==> src/rtl/wb_cmd_master.sv <==
// Wishbone classic initiator: one valid/ready command becomes one bus cycle,
// answered on a response stream with read data or a timeout error.
module wb_cmd_master #(
  parameter int unsigned TIMEOUT = 255,
  parameter int unsigned CNT_W   = 16
) (
  input  logic             wb_clk_i,
  input  logic             wb_rst_i,
  input  logic             cmd_valid_i,
  output logic             cmd_ready_o,
  input  logic             cmd_we_i,
  input  logic [3:0]       cmd_sel_i,
  input  logic [31:0]      cmd_adr_i,
  input  logic [31:0]      cmd_dat_i,
  output logic             rsp_valid_o,
  input  logic             rsp_ready_i,
  output logic [31:0]      rsp_dat_o,
  output logic             rsp_err_o,
  output logic             wbm_cyc_o,
  output logic             wbm_stb_o,
  output logic             wbm_we_o,
  output logic [3:0]       wbm_sel_o,
  output logic [31:0]      wbm_adr_o,
  output logic [31:0]      wbm_dat_o,
  input  logic             wbm_ack_i,
  input  logic [31:0]      wbm_dat_i,
  output logic [CNT_W-1:0] stat_txn_o,
  output logic [CNT_W-1:0] stat_tmo_o
);

  localparam logic [1:0] S_IDLE = 2'd0;
  localparam logic [1:0] S_BUS  = 2'd1;
  localparam logic [1:0] S_RESP = 2'd2;

  // TIMEOUT=0 still needs a 1-bit counter; it simply never matches.
  localparam int unsigned TMO_W    = (TIMEOUT == 0) ? 1 : $clog2(TIMEOUT + 1);
  localparam int unsigned TMO_LAST = (TIMEOUT == 0) ? 0 : TIMEOUT - 1;

  logic [1:0]       state;
  logic [1:0]       state_nxt;
  logic [TMO_W-1:0] tmo_cnt;
  logic             accept;
  logic             acked;
  logic             tmo_hit;
  logic             rsp_done;

  // Next-state decode; an ack on the last timeout cycle beats the timeout.
  always_comb begin
    state_nxt = state;
    accept    = (state == S_IDLE) && cmd_valid_i;
    acked     = (state == S_BUS) && wbm_ack_i;
    tmo_hit   = (TIMEOUT != 0) && (state == S_BUS) && !wbm_ack_i &&
                (tmo_cnt == TMO_W'(TMO_LAST));
    rsp_done  = (state == S_RESP) && rsp_ready_i;
    case (state)
      S_IDLE:  if (accept) state_nxt = S_BUS;
      S_BUS:   if (acked || tmo_hit) state_nxt = S_RESP;
      S_RESP:  if (rsp_done) state_nxt = S_IDLE;
      default: state_nxt = S_IDLE;
    endcase
  end

  always_ff @(posedge wb_clk_i) begin
    if (wb_rst_i) state <= S_IDLE;
    else          state <= state_nxt;
  end

  // Registered outputs follow the next state so they line up with it.
  always_ff @(posedge wb_clk_i) begin
    if (wb_rst_i) begin
      cmd_ready_o <= 1'b1;
      rsp_valid_o <= 1'b0;
      rsp_dat_o   <= '0;
      rsp_err_o   <= 1'b0;
      wbm_cyc_o   <= 1'b0;
      wbm_stb_o   <= 1'b0;
      wbm_we_o    <= 1'b0;
      wbm_sel_o   <= '0;
      wbm_adr_o   <= '0;
      wbm_dat_o   <= '0;
      stat_txn_o  <= '0;
      stat_tmo_o  <= '0;
      tmo_cnt     <= '0;
    end else begin
      cmd_ready_o <= (state_nxt == S_IDLE);
      wbm_cyc_o   <= (state_nxt == S_BUS);
      wbm_stb_o   <= (state_nxt == S_BUS);
      rsp_valid_o <= (state_nxt == S_RESP);
      if (accept) begin
        wbm_we_o  <= cmd_we_i;
        wbm_sel_o <= cmd_sel_i;
        wbm_adr_o <= cmd_adr_i;
        wbm_dat_o <= cmd_dat_i;
        tmo_cnt   <= '0;
      end
      if (acked) begin
        rsp_dat_o  <= wbm_we_o ? 32'h0 : wbm_dat_i;
        rsp_err_o  <= 1'b0;
        stat_txn_o <= stat_txn_o + CNT_W'(1);
      end else if (tmo_hit) begin
        rsp_dat_o  <= 32'h0;
        rsp_err_o  <= 1'b1;
        stat_tmo_o <= stat_tmo_o + CNT_W'(1);
      end else if (state == S_BUS) begin
        tmo_cnt <= tmo_cnt + TMO_W'(1);
      end
    end
  end

endmodule

==> config.mk <==
export PLATFORM = sky130hd
export DESIGN_NAME = wb_cmd_master
export DESIGN_NICKNAME = d
export VERILOG_FILES = /design/src/rtl/wb_cmd_master.sv
export SDC_FILE = /design/constraint.sdc
export NUM_CORES = 1
export LEC_CHECK = 0
export CORE_ASPECT_RATIO = 1.2
export CORE_MARGIN = 3
export CORE_UTILIZATION = 35
export CTS_CLUSTER_DIAMETER = 150
export CTS_CLUSTER_SIZE = 10
export DETAILED_ROUTE_END_ITERATION = 10
export PLACE_DENSITY_LB_ADDON = 0.3
export REMOVE_ABC_BUFFERS = 1
export SYNTH_ARGS = -nofsm -noshare
export SYNTH_HDL_FRONTEND = slang
export SYNTH_SLANG_ARGS = --single-unit
==> constraint.sdc <==
create_clock -name wb_clk_i -period 3.7 [get_ports wb_clk_i]
set_input_delay 0.74 -clock wb_clk_i [delete_from_list [all_inputs] [get_ports wb_clk_i]]
set_output_delay 0.74 -clock wb_clk_i [all_outputs]
set_load 0.05 [all_outputs]
==> results of run 1 <==
[per-layer routing]
layer / global-route usage / vias to the layer above / part of all wire
met2: 0.322 / 150 / 0.51
met4: 0.0805 / 2 / 0.023
met3: 0.0748 / 29 / 0.078
met5: 0 / - / 0.00079
li1: - / 2631 / -
met1: 0.211 / 2410 / 0.39
[worst paths after layout]
kind	slack (ns)	startpoint	endpoint	cells after the start
max	1.18	wbm_ack_i	stat_tmo_o[15]	5
min	0.45	wbm_dat_o[14]	wbm_dat_o[14]	2
max reg2reg	1.45	state[0]	stat_tmo_o[12]	4
min reg2reg	0.45	wbm_dat_o[14]	wbm_dat_o[14]	2
[worst register-to-register path, stage by stage, from the launching register on]
cell	delay, ns
dfxtp_1	0.58
nor2b_1	0.54
nand3_1	0.35
or4_1	0.57
a21oi_1	0.14
[per-stage QoR]
stage,setup TNS [ns],worst slack [ns]
floorplan,-76.77,-1.10
global placement,0,0.776
detailed placement,0,0.766
CTS,0,1.19
global route,0,1.10
finish,0,1.18
[cells by family after synthesis]
kind of cell	synth area share
adder cells (fa/ha/maj)	0.00910
multiplexers	0.00205
AND/OR/NAND/NOR	0.221
XOR/XNOR	0.0255
buffers and inverters	0.0353
AO/OA/AOI/OAI	0.171
flip-flops	0.535
[state kept, by name, indices dropped and copies added (netlist names), 2 cells and up]
signal	flops
rsp_dat_o	32
stat_tmo_o	16
stat_txn_o	16
state	2
tmo_cnt	8
wbm_adr_o	32
wbm_dat_o	32
wbm_sel_o	4
[cell type report]
| type | count | area (um2) |
|---|---|---|
| Clock buffer | 22 | 464 |
| Clock inverter | 9 | 130 |
| Fill cell | 1449 | 6520 |
| Inverter | 4 | 15.0 |
| Multi-Input combinational cell | 433 | 2380 |
| Sequential cell | 147 | 2940 |
| Tap cell | 204 | 255 |
| Timing Repair Buffer | 249 | 2500 |
[power groups by stage]
stage,sequential [uW],clock (uW),combinational [uW]
finish,1690,1750,664
global placement,1720,0,666
floorplan,1950,0,126
global route,1700,1860,703
detailed placement,1720,0,668
CTS,1690,1790,670
[layout by cell type, fill, tap and decap left out, types with 2 or more instances in the layout]
| master | instances |
|---|---|
| buf_4 | 5 |
| or3_1 | 7 |
| bufinv_16 | 3 |
| clkinv_2 | 2 |
| nor2b_1 | 2 |
| nor2_1 | 22 |
| a31oi_1 | 2 |
| nand4_1 | 8 |
| nor4_1 | 5 |
| xnor2_1 | 8 |
| clkbuf_8 | 2 |
| o311ai_0 | 2 |
| xor2_1 | 8 |
| clkbuf_1 | 3 |
| inv_1 | 4 |
| or4_1 | 8 |
| o31ai_1 | 7 |
| nand4b_1 | 2 |
| o21ai_0 | 7 |
| a22o_1 | 32 |
| clkdlybuf4s50_1 | 242 |
| and4_1 | 5 |
| clkbuf_16 | 17 |
| nand3_1 | 21 |
| nand2_1 | 158 |
| a21oi_1 | 91 |
| or2_2 | 2 |
| and3_1 | 4 |
| dfxtp_1 | 147 |
| buf_12 | 2 |
| ha_1 | 4 |
| clkinvlp_4 | 4 |
| o41ai_1 | 2 |
| nor3_1 | 4 |
| o211ai_1 | 2 |
==> impl_metrics.csv, run 1 <==
group,metric,value,unit
cts,clock-sinks,147,
power,internal-power,3000,uW
final_layout,nets,962,
cts,holdBufCountCts,0,
critical_path,critPathTopFamily,"simple AND/OR/NAND/NOR gates",
timing,slew_headroom,0.515,
synth,synth_edf_count,0,
critical_path,cp_data_required_time,4.04,ns
cts,max-clock-path-buffers,2,
placed_design,place_area,8090,um2
drt,vias_per_cell,4.89,
critical_path,critPathLaunchType,"input port",
critical_path,critPathMaxFanout,13,
timing,final_hold_viol_count,0,
power,powerDensity,472,nW/um2
floorplanning,start_util,0.362,
floorplanning,dieArea,17300,um2
placed_design,placedCellCount,1037,
drt,post_drt_wl_per_cell,15.5,um
timing,worstMarginPinSlew,0.724,ns
placed_design,port_buffers,243,
synth,synth.area.top_cells,"dfxtp_1 54%, nand2_1 11%, a21oi_1 8.4%",
final_layout,n_antenna_cell,0,
global_routing,grt_pass1_vias,5049,
floorplanning,fp.dieW,120,um
synth,synth-main-ff-cell,"dfxtp_1",
cts,htreeDepth,4,
synth,avgSynthCellArea,8.80,um2
critical_path,path_cells,"clkdlybuf4s50_1 > nand4b_4 > or4_4 > or4_1 > a21oi_1",
timing,finalCriticalPeriod,2.52,ns
power,peakVddDrop,0.291,mV
critical_path,crit_type,"input port to flip-flop",
cts,clock_latency,0.42,ns
drt,drt_iter0_markers,202,
synth,synth_top_area_share,0.535,
floorplanning,rows,49,
cts,clk_pin_slew,0.06,ns
final_layout,final_cell_count_no_fill,1068,
cts,cts_tree,"built",
timing,skew,0.00721,ns
critical_path,cpMaxStageDelayCell,"or4_4",
power,seqPwrFrac,0.412,
synth,async_flop_share,0,
drt,postRouteAntennaNets,0,
drt,routed-via-count,5222,
timing,slew_viol_final,0,
final_layout,design_area,8680,um2
synth,yosysWarnings,0,
timing,hold_ws,0.452,ns
global_routing,grt_util_all_layers,0.189,
timing,clock.fmax,0.397,GHz
placed_design,place.gp.congestion,0.802,
synth,yosysUniqueCellTypes,47,
synth,syn_inst,625,
floorplanning,core,15200,um2
synth,syn_area,5500,um2
run,drv_cap,0,
placed_design,dp_hpwl,11400,um
run_status,status,"completed",
critical_path,crit_buf_inv,1,
hold_path,hold_path.class,"flip-flop to flip-flop",
global_routing,grt_start_max_net_pins,71,
timing,rsz0062_at_grt,"no",
critical_path,end_kind,"flip-flop",
final_layout,layout-drive-gt1-share,0.0567,
synth,ys_seq_area_frac,0.535,
synth,netlist_top_cells_count,"159 x nand2_1, 147 x dfxtp_1, 92 x a21oi_1",
power,clkPwrFrac,0.426,
cts,cts_root_buf,"clkbuf_16",
floorplanning,fp.dieH,143,um
synth,ys_seq_elements,147,
power,power_switching,1100,uW
timing,fin_crit_sh,0.681,
drt,drc,0,
power,p_total,4100,uW
critical_path,crit_path_max_incr_delay,0.62,ns
global_routing,grt_pass1_wl,26100,um
power,comb_power_share,0.162,
synth,post-synth-top-area-cell,"dfxtp_1",
critical_path,cp.arrival,2.86,ns
cts,cts_buffers,17,
timing,finalSetupViolations,0,
global_routing,antenna_found_initial,1,
drt,wl,16500,um
synth,yosysMostFrequentCell,"nand2_1",
cts,cts_resized,0,
power,leakage,0.00314,uW
cts,post_cts_buffers,0,
floorplanning,io_pins,244,
final_layout,area_growth_syn_to_layout,58.0,%
final_layout,final_core_utilization,0.571,
drt,drt_pre_antenna_iters,4,
power,swShare,0.268,
global_routing,grt_overflow_total,0,
(Power assumes the default switching activity.)
==> run 2, diff against run 1 <==
- clock period: 3.7 -> 2.04 ns (I/O delays scaled with it)
==> run 2 against run 1 <==
Compared with the run above: utilization up 1.9 points; die area did not move; global-route usage rose by 0.57 points; setup slack lost 1.1 ns; non-clock buffer count increased by 27; register-to-register slack got worse by 1.3 ns; clock-buffer cell count grew 2.
==> impl_metrics.csv, run 2 (same netlist as run 1, synthesis figures left out) <==
group,metric,value,unit
run_status,status,"completed",
cts,cts_buffers,17,
floorplanning,start_util,0.362,
timing,fin_crit_sh,0.975,
global_routing,grt_pass1_wl,27000,um
placed_design,dp_hpwl,12000,um
drt,wl,16800,um
drt,post_drt_wl_per_cell,15.3,um
drt,drt_pre_antenna_iters,4,
run,drv_cap,0,
power,peakVddDrop,0.620,mV
final_layout,n_antenna_cell,0,
timing,hold_ws,0.398,ns
hold_path,worstHoldPathCells,2,
drt,drt_iter0_markers,248,
critical_path,cp_data_required_time,1.63,ns
final_layout,layout-drive-gt1-share,0.103,
floorplanning,io_pins,244,
critical_path,crit_buf_inv,1,
power,leakage,0.00374,uW
critical_path,end_kind,"output port",
placed_design,port_buffers,243,
critical_path,critPathLaunchType,"flip-flop",
placed_design,place.gp.congestion,0.815,
placed_design,post-place-ws,-0.257,ns
global_routing,grt_util_all_layers,0.195,
critical_path,r2r_slack,0.10,ns
floorplanning,dieArea,17300,um2
hold_path,min_from,"wb_rst_i",
power,powerDensity,846,nW/um2
floorplanning,fp.dieH,143,um
final_layout,final_core_utilization,0.590,
critical_path,critPathMaxFanout,2,
global_routing,grt_start_max_net_pins,83,
timing,clock.fmax,0.503,GHz
timing,final_hold_viol_count,0,
cts,clock_latency,0.42,ns
hold_path,hold_path.class,"input port to flip-flop",
critical_path,worst_r2r_endpoint,"stat_tmo_o[15]",
timing,skew,0.00737,ns
cts,clk_pin_slew,0.06,ns
floorplanning,rows,49,
timing,slew_headroom,0.624,
final_layout,area_growth_syn_to_layout,63.2,%
timing,rsz0062_at_grt,"no",
critical_path,crit_path_max_incr_delay,0.83,ns
critical_path,crit_type,"flip-flop to output port",
timing,setup_slack,0.0505,ns
floorplanning,fp.dieW,120,um
final_layout,layout_common_cells,"191 x clkdlybuf4s50_1, 158 x nand2_1, 147 x dfxtp_1, 91 x a21oi_1, 40 x buf_4",
hold_path,whs_endpoint,"stat_tmo_o[0]",
final_layout,mostFrequentLayoutCell,"clkdlybuf4s50_1",
global_routing,antenna_found_initial,1,
cts,htreeDepth,4,
global_routing,grt_pass1_vias,5306,
timing,finalSetupViolations,0,
drt,drc,0,
timing,worstMarginPinSlew,0.563,ns
timing,tns,0,ns
cts,cts_tree,"built",
floorplanning,core,15200,um2
final_layout,nets,989,
cts,max-clock-path-buffers,2,
drt,routed-via-count,5380,
final_layout,largestRegisters,"rsp_dat_o (32), wbm_adr_o (32), wbm_dat_o (32)",
critical_path,worstReg2RegStart,"tmo_cnt[0]",
cts,cts_root_buf,"clkbuf_16",
timing,finalCriticalPeriod,1.99,ns
cts,clock-sinks,147,
critical_path,r2r_cells,6,
drt,postRouteAntennaNets,0,
drt,vias_per_cell,4.91,
timing,slew_viol_final,0,
global_routing,grt_overflow_total,0,
critical_path,cp.arrival,1.58,ns
critical_path,critPathTopFamily,"buffers and inverters",
critical_path,path_cells,"clkdlybuf4s50_1",
critical_path,cpMaxStageDelayCell,"clkdlybuf4s50_1",
## run 2: cell types whose count changed in the layout (fill, tap and decap cells not counted), sizes merged
cell / delta
inv: +1
dlygate4sd2: +20
clkdlybuf4s50: -51
clkbuf: +2
dlymetal6s2s: +17
buf: +41
clkinvlp: -3
## run 2: layer usage
metal	routed length [um]	part of all wire	track usage
met5	13	0.00077	0
met3	1250	0.075	0.0752
met1	6600	0.39	0.217
met2	8490	0.51	0.335
met4	425	0.025	0.0811
## run 2: power by group
group	total, uW	internal [uW]	switching, uW
Combinational	1260	513	750
Clock	3270	2090	1180
Sequential	3060	2990	62.1
Total	7590	5590	2000
## run 2: worst max-delay path by stage
stage	startpoint	end	slack (ns)	cells after the start
floorplan	state[0]	wbm_adr_o[0]	-2.48	3
global placement	wbm_ack_i	stat_tmo_o[15]	-0.25	5
detailed placement	wbm_ack_i	stat_tmo_o[15]	-0.26	5
CTS	rsp_dat_o[20]	rsp_dat_o[20]	0.009	1
global route	wbm_dat_o[10]	wbm_dat_o[10]	0.0002	1
finish	rsp_dat_o[27]	rsp_dat_o[27]	0.05	1
## run 2: metrics by stage
stage | std cells | instance area [um2] | total power (uW)
after global placement | 1064 | 8330 | 4390
after floorplan | 584 | 5320 | 3760
after detailed placement | 1064 | 8330 | 4390
final | 1095 | 8970 | 7590
after CTS | 1095 | 8930 | 7680
after global routing | 1095 | 8970 | 7890
## run 2: layout make-up
type                       instances  area (um2)
clock buffer                      24         502
fill                            1401        6230
inverter                           4        15.0
sequential                       147        2940
multi-input combinational        433        2380
timing repair buffer             276        2760
clock inverter                     7         120
tap                              204         255
## run 2: timing repair
item | CTS | global route
setup buffers | 0 | 0
setup endpoints to repair | 20 | 18
endpoints found under the hold margin | 0 | 0
gates resized for setup | 20 | 18
hold buffers | 0 | 0
